===== config.mk =====
export PLATFORM = sky130hd
export DESIGN_NAME = spi_slave
export DESIGN_NICKNAME = d
export VERILOG_FILES = /design/src/rtl/spi_slave.sv
export SDC_FILE = /design/constraint.sdc
export NUM_CORES = 1
export LEC_CHECK = 0
export BUFFER_PORTS_ARGS = -buffer_cell sky130_fd_sc_hd__buf_2
export CAP_MARGIN = 30
export CORE_MARGIN = 5
export CORE_UTILIZATION = 45
export CTS_CLUSTER_DIAMETER = 150
export CTS_CLUSTER_SIZE = 20
export DETAILED_ROUTE_END_ITERATION = 12
export HOLD_SLACK_MARGIN = 0.12
export PLACE_DENSITY = 0.71
export REMOVE_ABC_BUFFERS = 1
export SETUP_SLACK_MARGIN = 0.2
export SLEW_MARGIN = 10
export SYNTH_ARGS = -nofsm -noshare
export SYNTH_HDL_FRONTEND = slang
export SYNTH_SLANG_ARGS = --single-unit

===== constraint.sdc =====
create_clock -name clk_i -period 1.85 [get_ports clk_i]
set_clock_uncertainty 0.05 [all_clocks]
set_input_delay 0.185 -clock clk_i [delete_from_list [all_inputs] [get_ports clk_i]]
set_output_delay 0.185 -clock clk_i [all_outputs]
set_load 0.01 [all_outputs]

===== src/rtl/spi_slave.sv =====
`timescale 1ns/1ps
`default_nettype none
// ============================================================================
// Module   : spi_slave
// Purpose  : SPI mode-0 (CPOL=0, CPHA=0) slave, MSB first. The SPI pins are
//            oversampled on clk. Received words are assembled into rx_data_o.
//            A one-deep holding register feeds the transmit shifter.
// Ports    : clk_i, rst_i         system clock, synchronous active-high reset
//            sclk_i, cs_n_i       SPI clock / chip select (asynchronous)
//            mosi_i, miso_o       serial data in / out
//            tx_data_i, tx_wr_i   write port of the transmit holding register
//            tx_ready_o           holding register empty
//            rx_data_o            last complete received word
//            rx_valid_o           one-cycle pulse when rx_data_o updates
//            busy_o               frame in progress
//            frame_err_o          (SPI_SLV_FRAME_ERR_EN only) pulses when a
//                                 frame ends with a partial word
// Options  : `define SPI_SLV_FRAME_ERR_EN to add the frame_err_o output.
// Revision : 1.0 - initial release
// ============================================================================
module spi_slave #(
  parameter int DATA_W      = 8,
  parameter int SYNC_STAGES = 2
) (
  input  logic              clk_i,
  input  logic              rst_i,
  input  logic              sclk_i,
  input  logic              cs_n_i,
  input  logic              mosi_i,
  output logic              miso_o,
  input  logic [DATA_W-1:0] tx_data_i,
  input  logic              tx_wr_i,
  output logic              tx_ready_o,
  output logic [DATA_W-1:0] rx_data_o,
  output logic              rx_valid_o,
  output logic              busy_o
`ifdef SPI_SLV_FRAME_ERR_EN
  ,
  output logic              frame_err_o
`endif
);

  localparam int              CNT_W       = $clog2(DATA_W + 1);
  localparam logic [CNT_W-1:0] C_WORD_BITS = CNT_W'(DATA_W);

  typedef enum logic [0:0] {
    ST_IDLE   = 1'b0,
    ST_ACTIVE = 1'b1
  } state_e;

  state_e state_q, state_d;

  // Pin synchronisers. The cs_n chain resets to 0 so that cs_n held low
  // through reset does not look like a falling edge.
  logic [SYNC_STAGES-1:0] sclk_sync_q, cs_sync_q, mosi_sync_q;
  logic                   sclk_dly_q, cs_dly_q;

  logic [DATA_W-1:0] tx_shift_q, tx_shift_d;
  logic [DATA_W-1:0] rx_shift_q, rx_shift_d;
  logic [DATA_W-1:0] rx_data_q,  rx_data_d;
  logic [DATA_W-1:0] hold_q,     hold_d;
  logic [CNT_W-1:0]  bit_cnt_q,  bit_cnt_d;
  logic              full_q, full_d;
  logic              word_done_q, word_done_d;
  logic              rx_valid_q, rx_valid_d;
`ifdef SPI_SLV_FRAME_ERR_EN
  logic              frame_err_q, frame_err_d;
`endif

  logic             sclk_s, cs_s, mosi_s;
  logic             sclk_rise, sclk_fall, cs_fall, cs_rise;
  logic             load;
  logic [CNT_W-1:0] cnt_base;

  assign sclk_s    = sclk_sync_q[SYNC_STAGES-1];
  assign cs_s      = cs_sync_q[SYNC_STAGES-1];
  assign mosi_s    = mosi_sync_q[SYNC_STAGES-1];
  assign sclk_rise = sclk_s & ~sclk_dly_q;
  assign sclk_fall = ~sclk_s & sclk_dly_q;
  assign cs_fall   = ~cs_s & cs_dly_q;
  assign cs_rise   = cs_s & ~cs_dly_q;

  always_ff @(posedge clk_i) begin
    if (rst_i) begin
      sclk_sync_q <= '0;
      cs_sync_q   <= '0;
      mosi_sync_q <= '0;
      sclk_dly_q  <= 1'b0;
      cs_dly_q    <= 1'b0;
    end else begin
      sclk_sync_q <= {sclk_sync_q[SYNC_STAGES-2:0], sclk_i};
      cs_sync_q   <= {cs_sync_q[SYNC_STAGES-2:0], cs_n_i};
      mosi_sync_q <= {mosi_sync_q[SYNC_STAGES-2:0], mosi_i};
      sclk_dly_q  <= sclk_s;
      cs_dly_q    <= cs_s;
    end
  end

  always_ff @(posedge clk_i) begin
    if (rst_i) begin
      state_q     <= ST_IDLE;
      tx_shift_q  <= '0;
      rx_shift_q  <= '0;
      rx_data_q   <= '0;
      hold_q      <= '0;
      bit_cnt_q   <= '0;
      full_q      <= 1'b0;
      word_done_q <= 1'b0;
      rx_valid_q  <= 1'b0;
`ifdef SPI_SLV_FRAME_ERR_EN
      frame_err_q <= 1'b0;
`endif
    end else begin
      state_q     <= state_d;
      tx_shift_q  <= tx_shift_d;
      rx_shift_q  <= rx_shift_d;
      rx_data_q   <= rx_data_d;
      hold_q      <= hold_d;
      bit_cnt_q   <= bit_cnt_d;
      full_q      <= full_d;
      word_done_q <= word_done_d;
      rx_valid_q  <= rx_valid_d;
`ifdef SPI_SLV_FRAME_ERR_EN
      frame_err_q <= frame_err_d;
`endif
    end
  end

  always_comb begin
    state_d     = state_q;
    tx_shift_d  = tx_shift_q;
    rx_shift_d  = rx_shift_q;
    rx_data_d   = rx_data_q;
    hold_d      = hold_q;
    bit_cnt_d   = bit_cnt_q;
    full_d      = full_q;
    word_done_d = word_done_q;
    rx_valid_d  = 1'b0;
    load        = 1'b0;
    cnt_base    = bit_cnt_q;
`ifdef SPI_SLV_FRAME_ERR_EN
    frame_err_d = 1'b0;
`endif

    unique case (state_q)
      ST_IDLE: begin
        bit_cnt_d   = '0;
        word_done_d = 1'b0;
        if (cs_fall) begin
          load    = 1'b1;
          state_d = ST_ACTIVE;
        end
      end
      ST_ACTIVE: begin
        // A full word is published one cycle after the last bit is shifted
        // in; a complete word is published even if cs_n rises now.
        if (bit_cnt_q == C_WORD_BITS) begin
          rx_data_d   = rx_shift_q;
          rx_valid_d  = 1'b1;
          word_done_d = 1'b1;
          bit_cnt_d   = '0;
          cnt_base    = '0;
        end
        if (cs_rise) begin
          // cs_n rising overrides any coincident sclk edge.
          state_d     = ST_IDLE;
          bit_cnt_d   = '0;
          word_done_d = 1'b0;
`ifdef SPI_SLV_FRAME_ERR_EN
          frame_err_d = (bit_cnt_q != '0) && (bit_cnt_q != C_WORD_BITS);
`endif
        end else if (sclk_rise) begin
          rx_shift_d = {rx_shift_q[DATA_W-2:0], mosi_s};
          bit_cnt_d  = cnt_base + CNT_W'(1);
        end else if (sclk_fall) begin
          if (word_done_q) begin
            load        = 1'b1;
            word_done_d = 1'b0;
          end else begin
            tx_shift_d = tx_shift_q << 1;
          end
        end
      end
      default: state_d = ST_IDLE;
    endcase

    // A load reads the pre-write holding contents; a same-cycle write then
    // leaves the new byte held.
    if (load) begin
      tx_shift_d = full_q ? hold_q : '0;
      full_d     = 1'b0;
    end
    if (tx_wr_i) begin
      hold_d = tx_data_i;
      full_d = 1'b1;
    end
  end

  assign busy_o     = (state_q == ST_ACTIVE);
  assign miso_o     = (state_q == ST_ACTIVE) & tx_shift_q[DATA_W-1];
  assign tx_ready_o = ~full_q;
  assign rx_data_o  = rx_data_q;
  assign rx_valid_o = rx_valid_q;
`ifdef SPI_SLV_FRAME_ERR_EN
  assign frame_err_o = frame_err_q;
`endif

endmodule
`default_nettype wire


==> metrics.cfg, run 1 <==
[status]
status=complete, no violations

[power_and_ir_drop]
power_per_cell_area_nw_per_um2=765
switchingPower_uw=410
p_leak_uw=0.000907
max-vdd-ir-drop_mv=0.422
clk_network_pwr_share_pct=32.0
part_of_the_power_in_combinational_logic_pct=7.9
power.sequential.fraction_pct=60.0
total_power_uw=1790
internal_power_uw=1380
power.switching_fraction_pct=22.9

[route]
wirelength_mm=3.87
count_of_tritonroute_iterations_in_the_first_routing_pass=4
antenna_violating_nets_post_route=0
drt-vias-per-instance=5.38
via_count=1614
wire_per_inst_um=12.9
drc=0
drt_first_iter_violations=109

[worst_setup_path]
critical_path_launch_point_type=register
cp_data_arrival_time_ns=1.67
worstRegToRegCells=3
crit_fanout=10
required_ns=2.03
worstSetupPathType=reg -> reg
setup.worst_path.end_class=register
regToRegSetupSlack_ns=0.36
rr_startpoint=bit_cnt_q[1]
cp_cell_sequence=or4b_4 > mux2_2 > nor3_2
critical_path.reg2reg.endpoint=word_done_q
highest_cell_delay_on_the_worst_timing_path_ns=0.62
slowest_cell_on_crit_path=sky130_fd_sc_hd__or4b_4

[clock_tree]
worstSkewPairLatency_ns=0.30
ctsLongestPathBuffers=2
cts.sinks=48
clkTransAtPathRegs_ns=0.08
cts_inserted_buffers=5
tritoncts=done
htree_levels=2
post-cts-setup-buffer-count=0
cts-root-buf=sky130_fd_sc_hd__clkbuf_8

[place]
place.gp.congestion=0.724
port_buffers=25
place_worst_setup_slack_ns=0.0439
detailedPlacementHpwl_mm=2.53

[floorplanning]
placementRows=24
die-width_um=76.5
floorplan.die.height_um=76.5
placeable_area_sq_um=4320
floorplan.initialDensity_pct=46.0
design.die.area_sq_um=5850
io_pins=26

[min_path]
min_path_type=in -> reg
hp-start=tx_wr_i
whs_path_depth=3
hold_end=full_q

[yosys]
ys_ff_latch=48
ys.flop_type=sky130_fd_sc_hd__dfxtp_1
yosysWarnings=0
yosysUniqueCellTypes=38
netlist_top_cells_count=sky130_fd_sc_hd__dfxtp_1, sky130_fd_sc_hd__a21oi_1, sky130_fd_sc_hd__nor2_1
synth_enable_flop_cells=0
asyncSetResetFlopFracSynth_pct=0
seq_area_frac_synth_pct=48.3
synthDominantCellAreaShare_pct=48.3
number_of_instances_in_the_synthesized_netlist=219
yosysMostFrequentCell=sky130_fd_sc_hd__dfxtp_1
synth.largest_area_cell=sky130_fd_sc_hd__dfxtp_1
synth_top_cells_by_area=sky130_fd_sc_hd__dfxtp_1, sky130_fd_sc_hd__mux2i_1, sky130_fd_sc_hd__a21oi_1
post_synth.cell_area_avg_sq_um=9.08
synthesis.area_sq_um=1990

[timing]
timing.final.crit_share_pct=80.5
timing_worst_slew_pin_value_ns=0.663
timing.slew.headroom_pct=55.8
setup_viol=0
finalCriticalPeriod_ns=1.49
postLayoutSetupSlackWorst_ns=0.361
maxSlewViolCount=0
maximum_clock_rate_mhz=672
hold_viol_final=0
setup_repair_after_global_routing_missed_its_margin=false

[run]
max_cap_viol_count=0

[global_route]
met3_global_route_usage_pct=4.14
globalRouteMet1Util_pct=17.5
globalRouteTotalUtil_pct=14.1
wire_length_of_the_first_global_routing_pass_mm=6.87
first_global_vias=1525
grt.busiest_layer=met2
number_of_antenna_violations_at_the_first_check_in_global_routing=0
pin_count_of_the_biggest_net_entering_global_routing=38
groute.layer.met2.usage_pct=22.6
remaining_global_route_overflow=0

[cells_and_area]
drive_gt1_share_pct=18.5
final_nets=263
antenna_cells_inserted=0
synthToLayoutAreaGrowth_pct=17.9

per-layer routing:
| layer | routed length, um | part of all wire [%] |
|---|---|---|
| met1 | 1840 | 48 |
| met2 | 1780 | 46 |
| met3 | 172 | 4.4 |
| met4 | 75 | 1.9 |
| met5 | 0 | 0 |
cell families after synthesis:
family / after synthesis / share of synthesized area, %
simple gates: 69 / 18.6
xor+xnor: 2 / 0.881
mux: 11 / 5.60
flops: 48 / 48.3
fa+ha+maj: 1 / 0.629
compound gates: 55 / 19.1
buf+inv: 33 / 6.86
flip-flops by register name (all words and copies together) (netlist names), 2 cells and up:
register / count
rx_data_o: 8
mosi_sync_q: 2
tx_shift_q: 8
bit_cnt_q: 4
hold_q: 8
rx_shift_q: 8
cs_sync_q: 2
sclk_sync_q: 2
how the worst max path moves through the flow:
stage	start	end	slack, ns	depth (start not counted)
after global placement	sclk_dly_q	tx_shift_q[6]	0.14	3
after detailed placement	sclk_dly_q	tx_shift_q[2]	0.04	3
after global routing	cs_dly_q	bit_cnt_q[3]	0.25	4
final	bit_cnt_q[1]	word_done_q	0.36	3
after CTS	bit_cnt_q[1]	word_done_q	0.23	3
after floorplan	busy_o	rx_shift_q[0]	-0.06	3
critical path, delay by kind of cell, from the launching register on:
family | cells | cell delay (ns)
DFF | 1 | 0.37
muxes | 1 | 0.29
and+or+nand+nor | 2 | 0.71
power by group through the flow:
stage | sequential (uW) | clock, uW | combinational, uW
floorplan | 1100 | 0 | 61.8
global placement | 1100 | 0 | 122
detailed placement | 1100 | 0 | 124
CTS | 1080 | 597 | 142
global route | 1080 | 646 | 160
finish | 1080 | 574 | 143
through the flow:
stage | hold WS [ns] | cells | setup TNS (ns) | utilization (%) | area (sq um)
after detailed placement | 0.350 | 282 | 0 | 49.6 | 2140
after global routing | 0.238 | 300 | 0 | 54.2 | 2340
after floorplan | 0.203 | 197 | -0.492 | - | 1890
final | 0.237 | 300 | 0 | 54.2 | 2340
after CTS | 0.222 | 300 | 0 | 54.0 | 2330
after global placement | 0.343 | 282 | 0 | 49.6 | 2140
cell type report:
| cell class | instances | area, sq um |
|---|---|---|
| Tap cell | 52 | 65.1 |
| Multi-Input combinational cell | 138 | 902 |
| Fill cell | 415 | 1980 |
| Sequential cell | 48 | 961 |
| Inverter | 11 | 42.5 |
| Clock inverter | 1 | 5.00 |
| Timing Repair Buffer | 44 | 295 |
| Clock buffer | 6 | 72.6 |
layout by cell type (no fill, tap or decap), types with 2 or more instances in the layout:
master,n
sky130_fd_sc_hd__nor2b_1,10
sky130_fd_sc_hd__o21ai_0,9
sky130_fd_sc_hd__nand3_1,8
sky130_fd_sc_hd__mux2i_1,10
sky130_fd_sc_hd__a21oi_1,17
sky130_fd_sc_hd__buf_2,25
sky130_fd_sc_hd__nand2b_1,3
sky130_fd_sc_hd__inv_1,10
sky130_fd_sc_hd__dfxtp_1,48
sky130_fd_sc_hd__dlygate4sd3_1,11
sky130_fd_sc_hd__o31ai_1,9
sky130_fd_sc_hd__clkbuf_8,5
sky130_fd_sc_hd__a221oi_1,7
sky130_fd_sc_hd__nor3_1,4
sky130_fd_sc_hd__clkinv_2,2
sky130_fd_sc_hd__nand2_1,11
sky130_fd_sc_hd__a41o_1,7
sky130_fd_sc_hd__nor2_1,17
sky130_fd_sc_hd__nand4_1,8
sky130_fd_sc_hd__buf_4,8
what timing repair did:
| action | CTS | global route |
|---|---|---|
| setup endpoints to repair | 8 | 10 |
| endpoints found under the hold margin | 11 | 0 |
| hold buffers | 11 | 0 |
| resized for setup | 2 | 2 |
Note: power is estimated with default switching activity, not from simulation.
==> run 2, diff against run 1 <==
==> constraint.sdc (replaced) <==
create_clock -name clk_i -period 1.5 [get_ports clk_i]
set_clock_uncertainty 0.05 [all_clocks]
set_input_delay 0.15 -clock clk_i [delete_from_list [all_inputs] [get_ports clk_i]]
set_output_delay 0.15 -clock clk_i [all_outputs]
set_load 0.01 [all_outputs]
==> run 2 against run 1 <==
  * Clock power is 36% higher
  * Register-to-register slack worse by 0.24 ns
  * Combinational power is 48% higher
  * Critical endpoint is now rx_data_o[2]
  * Critical path type unchanged
==> metrics.cfg, run 2 (synthesis results as in run 1) <==
[route]
wire_per_inst_um=13.8  ; +6.8%
drt-vias-per-instance=5.37  ; -0.22%
count_of_tritonroute_iterations_in_the_first_routing_pass=4  ; unchanged
via_count=1691  ; +4.8%
drt_first_iter_violations=117  ; +7.3%
drc=0  ; unchanged
wirelength_mm=4.34  ; +12%
antenna_violating_nets_post_route=0  ; unchanged

[cells_and_area]
final_cell_mix=sky130_fd_sc_hd__dfxtp_1, sky130_fd_sc_hd__buf_2, sky130_fd_sc_hd__nor2_1
synthToLayoutAreaGrowth_pct=32.2
drive_gt1_share_pct=30.8  ; +12 points
antenna_cells_inserted=0  ; unchanged
final_nets=277  ; +5.3%
mostFrequentLayoutCell=sky130_fd_sc_hd__dfxtp_1

[timing]
timing_worst_slew_pin_value_ns=0.611  ; -0.0525 ns
setup_viol=0  ; unchanged
timing.hold.ws_ns=0.184  ; -0.0529 ns
maxSlewViolCount=0  ; unchanged
postLayoutSetupSlackWorst_ns=0.121  ; -0.240 ns
finalCriticalPeriod_ns=1.38  ; -0.110 ns
hold_viol_final=0  ; unchanged
timing.slew.headroom_pct=59.3  ; +3.5 points
timing.final.crit_share_pct=91.9  ; +11 points
setup_repair_after_global_routing_missed_its_margin=true
maximum_clock_rate_mhz=725  ; +8.0%

[floorplanning]
placementRows=24  ; unchanged
io_pins=26  ; unchanged
die-width_um=76.5  ; unchanged
placeable_area_sq_um=4320  ; unchanged
design.die.area_sq_um=5850  ; unchanged
floorplan.die.height_um=76.5  ; unchanged
floorplan.initialDensity_pct=46.0  ; unchanged

[place]
port_buffers=25  ; unchanged
place_worst_setup_slack_ns=0.0387  ; -0.00522 ns
detailedPlacementHpwl_mm=2.68  ; +5.8%
place.gp.congestion=0.749  ; +3.4%

[worst_setup_path]
critical_path_launch_point_type=register
cp_data_arrival_time_ns=1.53  ; -0.14 ns
crit_fanout=9  ; -1
setup.worst_path.end_class=register
worstSetupPathType=reg -> reg
required_ns=1.65  ; -0.38 ns

[global_route]
number_of_antenna_violations_at_the_first_check_in_global_routing=0  ; unchanged
first_global_vias=1689  ; +11%
globalRouteTotalUtil_pct=15.1  ; +0.99 points
pin_count_of_the_biggest_net_entering_global_routing=34  ; -11%
remaining_global_route_overflow=0  ; unchanged
wire_length_of_the_first_global_routing_pass_mm=7.40  ; +7.8%

[power_and_ir_drop]
power_per_cell_area_nw_per_um2=884  ; +15%
max-vdd-ir-drop_mv=0.555  ; +31%
p_leak_uw=0.00100  ; +10%

[clock_tree]
tritoncts=done
worstSkewPairLatency_ns=0.30  ; about the same
clkTransAtPathRegs_ns=0.08  ; about the same
cts.sinks=48  ; unchanged
cts-root-buf=sky130_fd_sc_hd__clkbuf_8
ctsLongestPathBuffers=2  ; unchanged
htree_levels=2  ; unchanged
cts_inserted_buffers=5  ; unchanged

[min_path]
min_path_type=in -> reg

[run]
max_cap_viol_count=0  ; unchanged

[status]
status=complete, no violations

## run 2: cell types whose count changed in the layout (fill, tap and decap cells not counted), sizes merged
cell / previous run / this run
clkbuf: 6 / 8
clkinv: 2 / 1
a31o: 1 / 2
buf: 33 / 46
## run 2: per-layer routing
metal | wire, um | global-route usage [%] | up-vias | part of all wire, %
met4 | 70 | 5.24 | 0 | 1.6
met3 | 213 | 4.26 | 7 | 4.9
met1 | 1960 | 17.5 | 775 | 45
met2 | 2100 | 26.2 | 37 | 48
met5 | 0 | 0 | - | 0
li1 | - | - | 872 | -
## run 2: layout make-up
type                    instances  area (sq um)
well taps                      52          65.1
inverters                      11          46.3
multi-input cells             139          1030
repair buffers                 57           424
fillers                       360          1700
clock buffers                   8          90.1
flip-flops and latches         48           975
## run 2: final timing paths
check	slack, ns	endpoint	start	depth (start not counted)
hold / removal	0.18	full_q	tx_wr_i	3
setup / recovery	0.12	rx_data_o[2]	bit_cnt_q[1]	4
hold reg to reg	0.39	mosi_sync_q[1]	mosi_sync_q[0]	1
setup reg to reg	0.12	rx_data_o[2]	bit_cnt_q[1]	4
## run 2: report_power, final
part           internal [uW]  leakage [uW]  switching, uW  total (uW)
Clock                    376     0.0000455            407         783
Combinational            104      0.000562            107         211
Sequential              1300      0.000394           25.5        1330
Total                   1780       0.00100            539        2320
## run 2: per-stage QoR
step	total power, uW	std cells	area (sq um)	utilization (%)	setup TNS (ns)
after floorplan	1430	197	1890	-	-8.07
after global placement	1520	292	2230	51.6	0
after detailed placement	1520	292	2230	51.6	0
after CTS	2310	311	2500	57.8	0
after global routing	2410	315	2630	60.8	0
final	2320	315	2630	60.8	0
## run 2: worst max-delay path: stages (launching register included)
cell                      delay (ns)
sky130_fd_sc_hd__dfxtp_1        0.31
sky130_fd_sc_hd__or4b_4         0.54
sky130_fd_sc_hd__buf_6          0.16
sky130_fd_sc_hd__o21ai_0        0.14
sky130_fd_sc_hd__a21oi_1        0.08
## run 2: timing repair
action,CTS,global route
cloned,0,1
resized for setup,21,23
pin swaps,0,4
buffers inserted,0,3
hold buffers,11,0
setup endpoints to repair,27,26
hold endpoints to repair,11,0
